**config.mk**
```make
export PLATFORM = sky130hd
export DESIGN_NAME = lc3_memory_interface
export DESIGN_NICKNAME = d
export VERILOG_FILES = /design/src/rtl/lc3_memory_interface.sv
export SDC_FILE = /design/constraint.sdc
export NUM_CORES = 1
export LEC_CHECK = 0
export CAP_MARGIN = 15
export CORE_MARGIN = 2
export CORE_UTILIZATION = 49
export DETAILED_ROUTE_END_ITERATION = 8
export PLACE_DENSITY_LB_ADDON = 0.15
export SYNTH_ARGS = -nofsm -noshare
export SYNTH_HDL_FRONTEND = slang
export SYNTH_SLANG_ARGS = --single-unit
export TNS_END_PERCENT = 5
```
**constraint.sdc**
```tcl
create_clock -name clk -period 2.1 [get_ports clk]
set_input_delay 0.315 -clock clk [delete_from_list [all_inputs] [get_ports clk]]
set_output_delay 0.315 -clock clk [all_outputs]
set_load 0.05 [all_outputs]
```
**src/rtl/lc3_memory_interface.sv**
```systemverilog
// rtl/lc3_memory_interface.sv - LC-3 MAR/MDR bus receiver with memory handshake and keyboard/display registers
//
// Ports:
//   clk, reset        rising-edge clock, synchronous active-high reset
//   Bus               shared 16-bit datapath bus (source for MAR/MDR loads)
//   ldMAR, ldMDR      register load strobes from the control FSM
//   MIO_EN, R_W       access request and direction (1 = write)
//   MDROut, R         MDR contents and one-cycle access-complete pulse
//   mem_*             request/ready handshake to external memory
//   kb_data, kb_valid keyboard character input
//   disp_*            display character output with valid/ready
module lc3_memory_interface (
    input  logic        clk,
    input  logic        reset,
    input  logic [15:0] Bus,
    input  logic        ldMAR,
    input  logic        ldMDR,
    input  logic        MIO_EN,
    input  logic        R_W,
    output logic [15:0] MDROut,
    output logic        R,
    output logic        mem_req,
    output logic        mem_we,
    output logic [15:0] mem_addr,
    output logic [15:0] mem_wdata,
    input  logic [15:0] mem_rdata,
    input  logic        mem_ready,
    input  logic [7:0]  kb_data,
    input  logic        kb_valid,
    output logic [7:0]  disp_data,
    output logic        disp_valid,
    input  logic        disp_ready
);

    typedef enum logic [1:0] {IDLE, MEM_WAIT, DONE} state_t;

    state_t      state;
    logic [15:0] mar;
    logic [15:0] read_hold;
    logic        rd_access;
    logic        kb_ready;
    logic [7:0]  kbdr;

    logic        mmio_hit;
    logic        start;
    logic        kb_clear;
    logic        ddr_write;
    logic [15:0] mmio_value;

    // xFE00-xFE07 share the upper 13 address bits
    assign mmio_hit  = (mar[15:3] == 13'h1FC0);
    assign start     = (state == IDLE) && MIO_EN;
    assign kb_clear  = start && mmio_hit && !R_W && (mar[2:0] == 3'd2);
    assign ddr_write = start && mmio_hit &&  R_W && (mar[2:0] == 3'd6);

    always_comb begin
        mmio_value = 16'h0000;
        case (mar[2:0])
            3'd0:    mmio_value = {kb_ready, 15'b0};
            3'd2:    mmio_value = {8'h00, kbdr};
            3'd4:    mmio_value = {~disp_valid, 15'b0};
            default: mmio_value = 16'h0000;
        endcase
    end

    always_ff @(posedge clk) begin
        if (reset) begin
            state      <= IDLE;
            mar        <= 16'h0000;
            MDROut     <= 16'h0000;
            read_hold  <= 16'h0000;
            rd_access  <= 1'b0;
            R          <= 1'b0;
            mem_req    <= 1'b0;
            mem_we     <= 1'b0;
            mem_addr   <= 16'h0000;
            mem_wdata  <= 16'h0000;
            kb_ready   <= 1'b0;
            kbdr       <= 8'h00;
            disp_valid <= 1'b0;
            disp_data  <= 8'h00;
        end else begin
            if (ldMAR)
                mar <= Bus;

            // While an access is in flight MDR only takes the read result,
            // and only in the completion cycle of a read.
            if (ldMDR) begin
                if (!MIO_EN)
                    MDROut <= Bus;
                else if (R && rd_access)
                    MDROut <= read_hold;
            end

            case (state)
                IDLE: begin
                    if (MIO_EN) begin
                        rd_access <= !R_W;
                        if (mmio_hit) begin
                            if (!R_W)
                                read_hold <= mmio_value;
                            R     <= 1'b1;
                            state <= DONE;
                        end else begin
                            mem_addr  <= mar;
                            mem_wdata <= MDROut;
                            mem_we    <= R_W;
                            mem_req   <= 1'b1;
                            state     <= MEM_WAIT;
                        end
                    end
                end
                MEM_WAIT: begin
                    if (mem_ready) begin
                        if (!mem_we)
                            read_hold <= mem_rdata;
                        mem_req <= 1'b0;
                        R       <= 1'b1;
                        state   <= DONE;
                    end
                end
                DONE: begin
                    R     <= 1'b0;
                    state <= IDLE;
                end
                default: begin
                    R     <= 1'b0;
                    state <= IDLE;
                end
            endcase

            // A KBDR read frees the slot in the same cycle, so a coincident
            // keystroke is accepted while the read returns the old character.
            if (kb_valid && (!kb_ready || kb_clear)) begin
                kbdr     <= kb_data;
                kb_ready <= 1'b1;
            end else if (kb_clear) begin
                kb_ready <= 1'b0;
            end

            // A new DDR write takes precedence over the consumer's handshake.
            if (ddr_write) begin
                disp_data  <= MDROut[7:0];
                disp_valid <= 1'b1;
            end else if (disp_valid && disp_ready) begin
                disp_valid <= 1'b0;
            end
        end
    end

endmodule

```
# Word level (Yosys, flattened, before mapping)
# Cells that the tools add are included.
# classes
eq_ne	12
mux	25
n_bitwise	2
n_reduce_logical	24
# ops
cell	n
2-to-1 mux 16 bit	7
one-hot mux 16 bit (3 select lines)	1
one-hot mux 16 bit (2 select lines)	1
equality test 13 bit (second input constant)	1
inequality test 2 bit (second input constant)	6
2-to-1 mux 1 bit	10
logical AND 1 bit	9
equality test 3 bit (second input constant)	2
2-to-1 mux 2 bit	3
AND reduction 2 bit	3
AND reduction 3 bit	2
AND reduction 6 bit	1
nonzero test 2 bit	3
one-hot mux 1 bit (2 select lines)	2
one-hot mux 2 bit (2 select lines)	1
AND reduction 4 bit	1
equality test 3 x 2 -> 1 bit (second input constant)	1
logical NOT 3 bit	1
equality test 2 x 1 -> 1 bit (second input constant)	1
logical NOT 1 bit	2
logical NOT 2 bit	1
inequality test 2 x 1 -> 1 bit (second input constant)	1
inverter 1 bit	2
logical OR 1 bit	1
# word_totals
reg_bits	104
output_inout_bits	60
elab_cells	77

# Depth between registers and ports, before layout
# depth
word_depth	8
mapped_depth	7
mapped_depth_nobuf	4

# Least setup slack after synthesis
# Ideal clock, no wire load.
# synth_timing
kind	register -> register
from	register mar[8]
to	register read_hold[5]
t_arrival_ps	1530
required_ps	1979
path_slack_ps	448
path_stages_with_launch	7
path_buffers	2
synth_period_minus_slack_ps	1652
path_cell_list	dfxtp_1 and4b_1 and4_1 buf_6 a21oi_4 buf_12 mux2_4
# synth_via
elab_chain_cells	3
# synth_lines
element	line_no	rtl
from (decl)	38	logic [15:0] mar;
from (signal assigned)	84	mar <= Bus;
equality test 13 bit	51	assign mmio_hit = (mar[15:3] == 13'h1FC0);
inequality test 2 bit (no source line)	--	
AND reduction 6 bit (no source line)	--	
to (signal assigned)	101	read_hold <= mmio_value;
to (signal assigned)	116	read_hold <= mem_rdata;
to (decl)	39	logic [15:0] read_hold;
# Every way passes these cells.
# A chain may end at the register's enable or synchronous reset.

# Final worst setup path
# layout_timing
from	register mar[8]
to	register read_hold[3]
# Same word-level chain as after synthesis.

==> summary.md <==
| Metric | Value |
|---|---|
| Iteration count of the initial detailed-routing pass | 4 |
| I/O pin count | 109 |
| Main combinational cell family by area after synthesis | simple AND/OR/NAND/NOR gates |
| Slew headroom | 53.8% |
| Wire length of the first global-routing pass | 18300 um |
| Post-Synth Adder-Cell Area | 0% |
| Max Cap Violations | 0 |
| Total Power | approximately 4.1 mW |
| Worst-path fanout max | 16 |
| Critical R2R Capture | read_hold[3]$_SDFFE_PP0P_ |
| RSZ-0062 raised after global routing | false |
| Leakage power | between 2 and 2.5 nW |
| Post-layout util | between 60% and 70% |
| Post-synthesis compound-gate area fraction | between 10% and 20% |
| Met2 WL | ~5500 um |
| HPWL Detailed | a little over 8000 um |
| Die Ht | roughly 100 um |
| Vias in the first global route | 3618 |
| PostCTS Resize Cnt | 0 |
| Residual DRC | 0 |
| #FFs+latches synth | roughly 100 |
| Cell Area, Synth | approximately 4400 um^2 |
| Commonest cells post-synth | 104 x dfxtp_1, 55 x a21oi_1, 47 x mux2i_1 |
| DIE WIDTH | a little under 100 um |
| Yosys warns | 0 |
| Area of placed instances | approximately 5600 um^2 |
| EDFF count, synth | 0 |
| Ys async rst share | 0% |
| # port buffers | ~110 |
| R2r setup slk | between 0.1 and 0.15 ns |
| Gr usage total | between 20% and 30% |
| Hold Path Sink | mem_addr[4]$_SDFFE_PP0P_ |
| Routed met1 length | approximately 5000 um |
| DR vias/cell | between 5 and 6 |
| Critical Path RT | ~2.4 ns |
| Uppermost routed layer | met4 |
| Worst Hold Path Cells | 2 |
| F_max | 511 MHz |
| Hold slack | approximately 0.47 ns |
| Reported net switching power | between 1 and 1.5 mW |
| Final ANT Viol Nets | 0 |
| Hold buffers post-CTS | 0 |
| Outcome | finished, final reports clean |
| Initial antenna violation count | 0 |
| Flop pwr share | 51.2% |
| CTS clock-pin slew for the worst setup and hold paths | about 0.10 ns |
| Final Critical Period | 1.96 ns |
| GP Congestion | between 0.8 and 0.9 |
| Endpoints failing hold | 0 |
| Synth Instances | 484 |
| Slew @ Worst Pin | between 0.6 and 0.7 ns |
| Core Rows | 34 |
| CP endpoint kind | register |
| Largest cells by area after synthesis | dfxtp_1 47%, mux2i_1 11%, a21oi_1 6.2% |
| Clock power share | approximately a third |
| Area of the die | between 9000 and 10000 um^2 |
| Setup Skew | 0.0151 ns |
| Initial core utilization | approximately half |
| Power Density | between 700 and 800 nW/um^2 |
| Finished layout cell area | about 5800 um^2 |
| Comb pwr share | 17.1% |
| Startpoint types | register |
| CTS Buffer Depth | 2 |
| Peak supply drop | around 0.00037 V |
| Post-synthesis simple-gate area fraction | between 10% and 20% |
| Top_reg_cell synth | dfxtp_1 |
| Pin count of the biggest net entering global routing | 76 |
| Leading area contributor after synthesis | dfxtp_1 |
| Share of post-route cells with drive strength above 1 | around 8.6% |
| Core area | just under 9000 um^2 |
| Vias | around 3800 |
| Arr. time, crit path | about 2.2 ns |
| Postcts setup bufs | 0 |
| Antenna diodes | 0 |
| Initial DRC count | between 150 and 200 |
| Clk root buf | clkbuf_8 |
| Worst r2r src | mar[8]$_SDFFE_PP0P_ |
| Crit share post-route | just over 90% |
| Reg2Reg Depth | 4 |
| HP Class | reg2reg |
| Sequential fraction of the synthesis area | a little under half |
| Cell internal pwr | slightly below 3 mW |
| Nets@finish | roughly 630 |
| Post-synth cell types | 34 |
| Synth Area in XOR/XNOR | 0% |
| Final setup viols | 0 |
| CP Class | reg2reg |
| Final count of pins violating max slew | 0 |
| Sw frac | around 29% |
| Avg Inst Size Synth | between 9 and 10 um^2 |
| Clock buffer count from CTS | 9 |
| CTS tree | built |
| DRT Wirelength | between 10000 and 15000 um |
| Sink Count | approximately 100 |
| CTS H-tree depth | 3 |
| Fill cells | between 700 and 800 |
| Min-delay src | mar[4]$_SDFFE_PP0P_ |
| Most frequent cell after synthesis | dfxtp_1 |
| Syn nets | around 530 |
| Area grow syn2layout | 31.6% |
| Post-synthesis mux area share | about an eighth |
| Yosys top cell area share | about 47% |
| Clock latency on the worst-skew pair | roughly 0.36 ns |
| Drt wl/cell | 16.5 um |
| Total gr overflow | 0 |
| Metal3 WL | just over 700 um |
cell families after synthesis:
logic type / Yosys count
mux: 56
buf+inv: 47
compound gates: 120
flops: 104
simple gates: 157
area by class of cell:
cell class,count,area (um^2),area share (%)
sequential,104,2080,35.9
clock buffer,9,124,2.14
multi-input combinational,333,2110,36.4
inverter,3,11.3,0.194
clock inverter,7,86.3,1.49
timing repair buffer,126,1250,21.6
tap,108,135,2.33
how the worst max path moves through the flow:
stage	from	endpoint	slack [ns]	depth (start not counted)
after floorplan	mar[8]$_SDFFE_PP0P_	read_hold[5]$_SDFFE_PP0P_	0.45	6
after global placement	MIO_EN	read_hold[4]$_SDFFE_PP0P_	-0.05	5
after detailed placement	MIO_EN	read_hold[1]$_SDFFE_PP0P_	-0.07	5
after CTS	mar[8]$_SDFFE_PP0P_	read_hold[15]$_SDFFE_PP0P_	0.14	4
after global routing	mar[8]$_SDFFE_PP0P_	read_hold[1]$_SDFFE_PP0P_	0.07	4
final	mar[8]$_SDFFE_PP0P_	read_hold[3]$_SDFFE_PP0P_	0.14	4
through the flow:
stage,setup TNS (ns),worst slack [ns],std cells
final,0,0.142,690
after global placement,-0.276,-0.0493,674
after floorplan,0,0.448,484
after global routing,0,0.0729,690
after detailed placement,-0.483,-0.0728,674
after CTS,0,0.138,690
power by group through the flow:
stage / registers (mW) / clock network (mW) / logic, mW
2_1_floorplan: 2.30 / 0 / 0.275
3_3_place_gp: 2.16 / 0 / 0.694
3_5_place_dp: 2.16 / 0 / 0.704
4_1_cts: 2.12 / 1.33 / 0.705
5_1_grt: 2.13 / 1.41 / 0.749
6_report: 2.12 / 1.31 / 0.706
worst max-delay path: stages, from the launching register on:
cell	delay, ns
dfxtp_1	0.36
and4b_1	0.22
and4_1	0.26
a21oi_4	0.60
mux2_2	0.40
sequential cells by signal (all words and copies together), names as in the netlist, 2 cells and up:
name,flops
MDROut,16
mar,16
mem_addr,16
mem_wdata,16
read_hold,16
disp_data,8
kbdr,8
state,2
per-layer routing:
layer,GRT usage [%],vias up
met5,0,-
li1,-,1892
met2,38.5,126
met3,3.40,10
met4,8.32,0
met1,30.7,1802
layout by cell type, fill, tap and decap left out, types with 2 or more instances in the layout:
| master | count |
|---|---|
| a211oi_1 | 17 |
| a21oi_1 | 55 |
| and4_1 | 3 |
| buf_12 | 3 |
| buf_4 | 16 |
| clkbuf_8 | 9 |
| clkdlybuf4s50_1 | 107 |
| dfxtp_1 | 104 |
| inv_1 | 3 |
| inv_6 | 2 |
| inv_8 | 2 |
| mux2_2 | 6 |
| mux2_4 | 3 |
| mux2i_1 | 47 |
| nand2_1 | 17 |
| nand2b_1 | 25 |
| nand3_1 | 46 |
| nand3b_1 | 7 |
| nand4_1 | 2 |
| nor2_1 | 36 |
| nor2b_1 | 12 |
| nor3_1 | 2 |
| nor3b_2 | 2 |
| o21ai_0 | 42 |
Note: power is estimated with default switching activity, not from simulation.
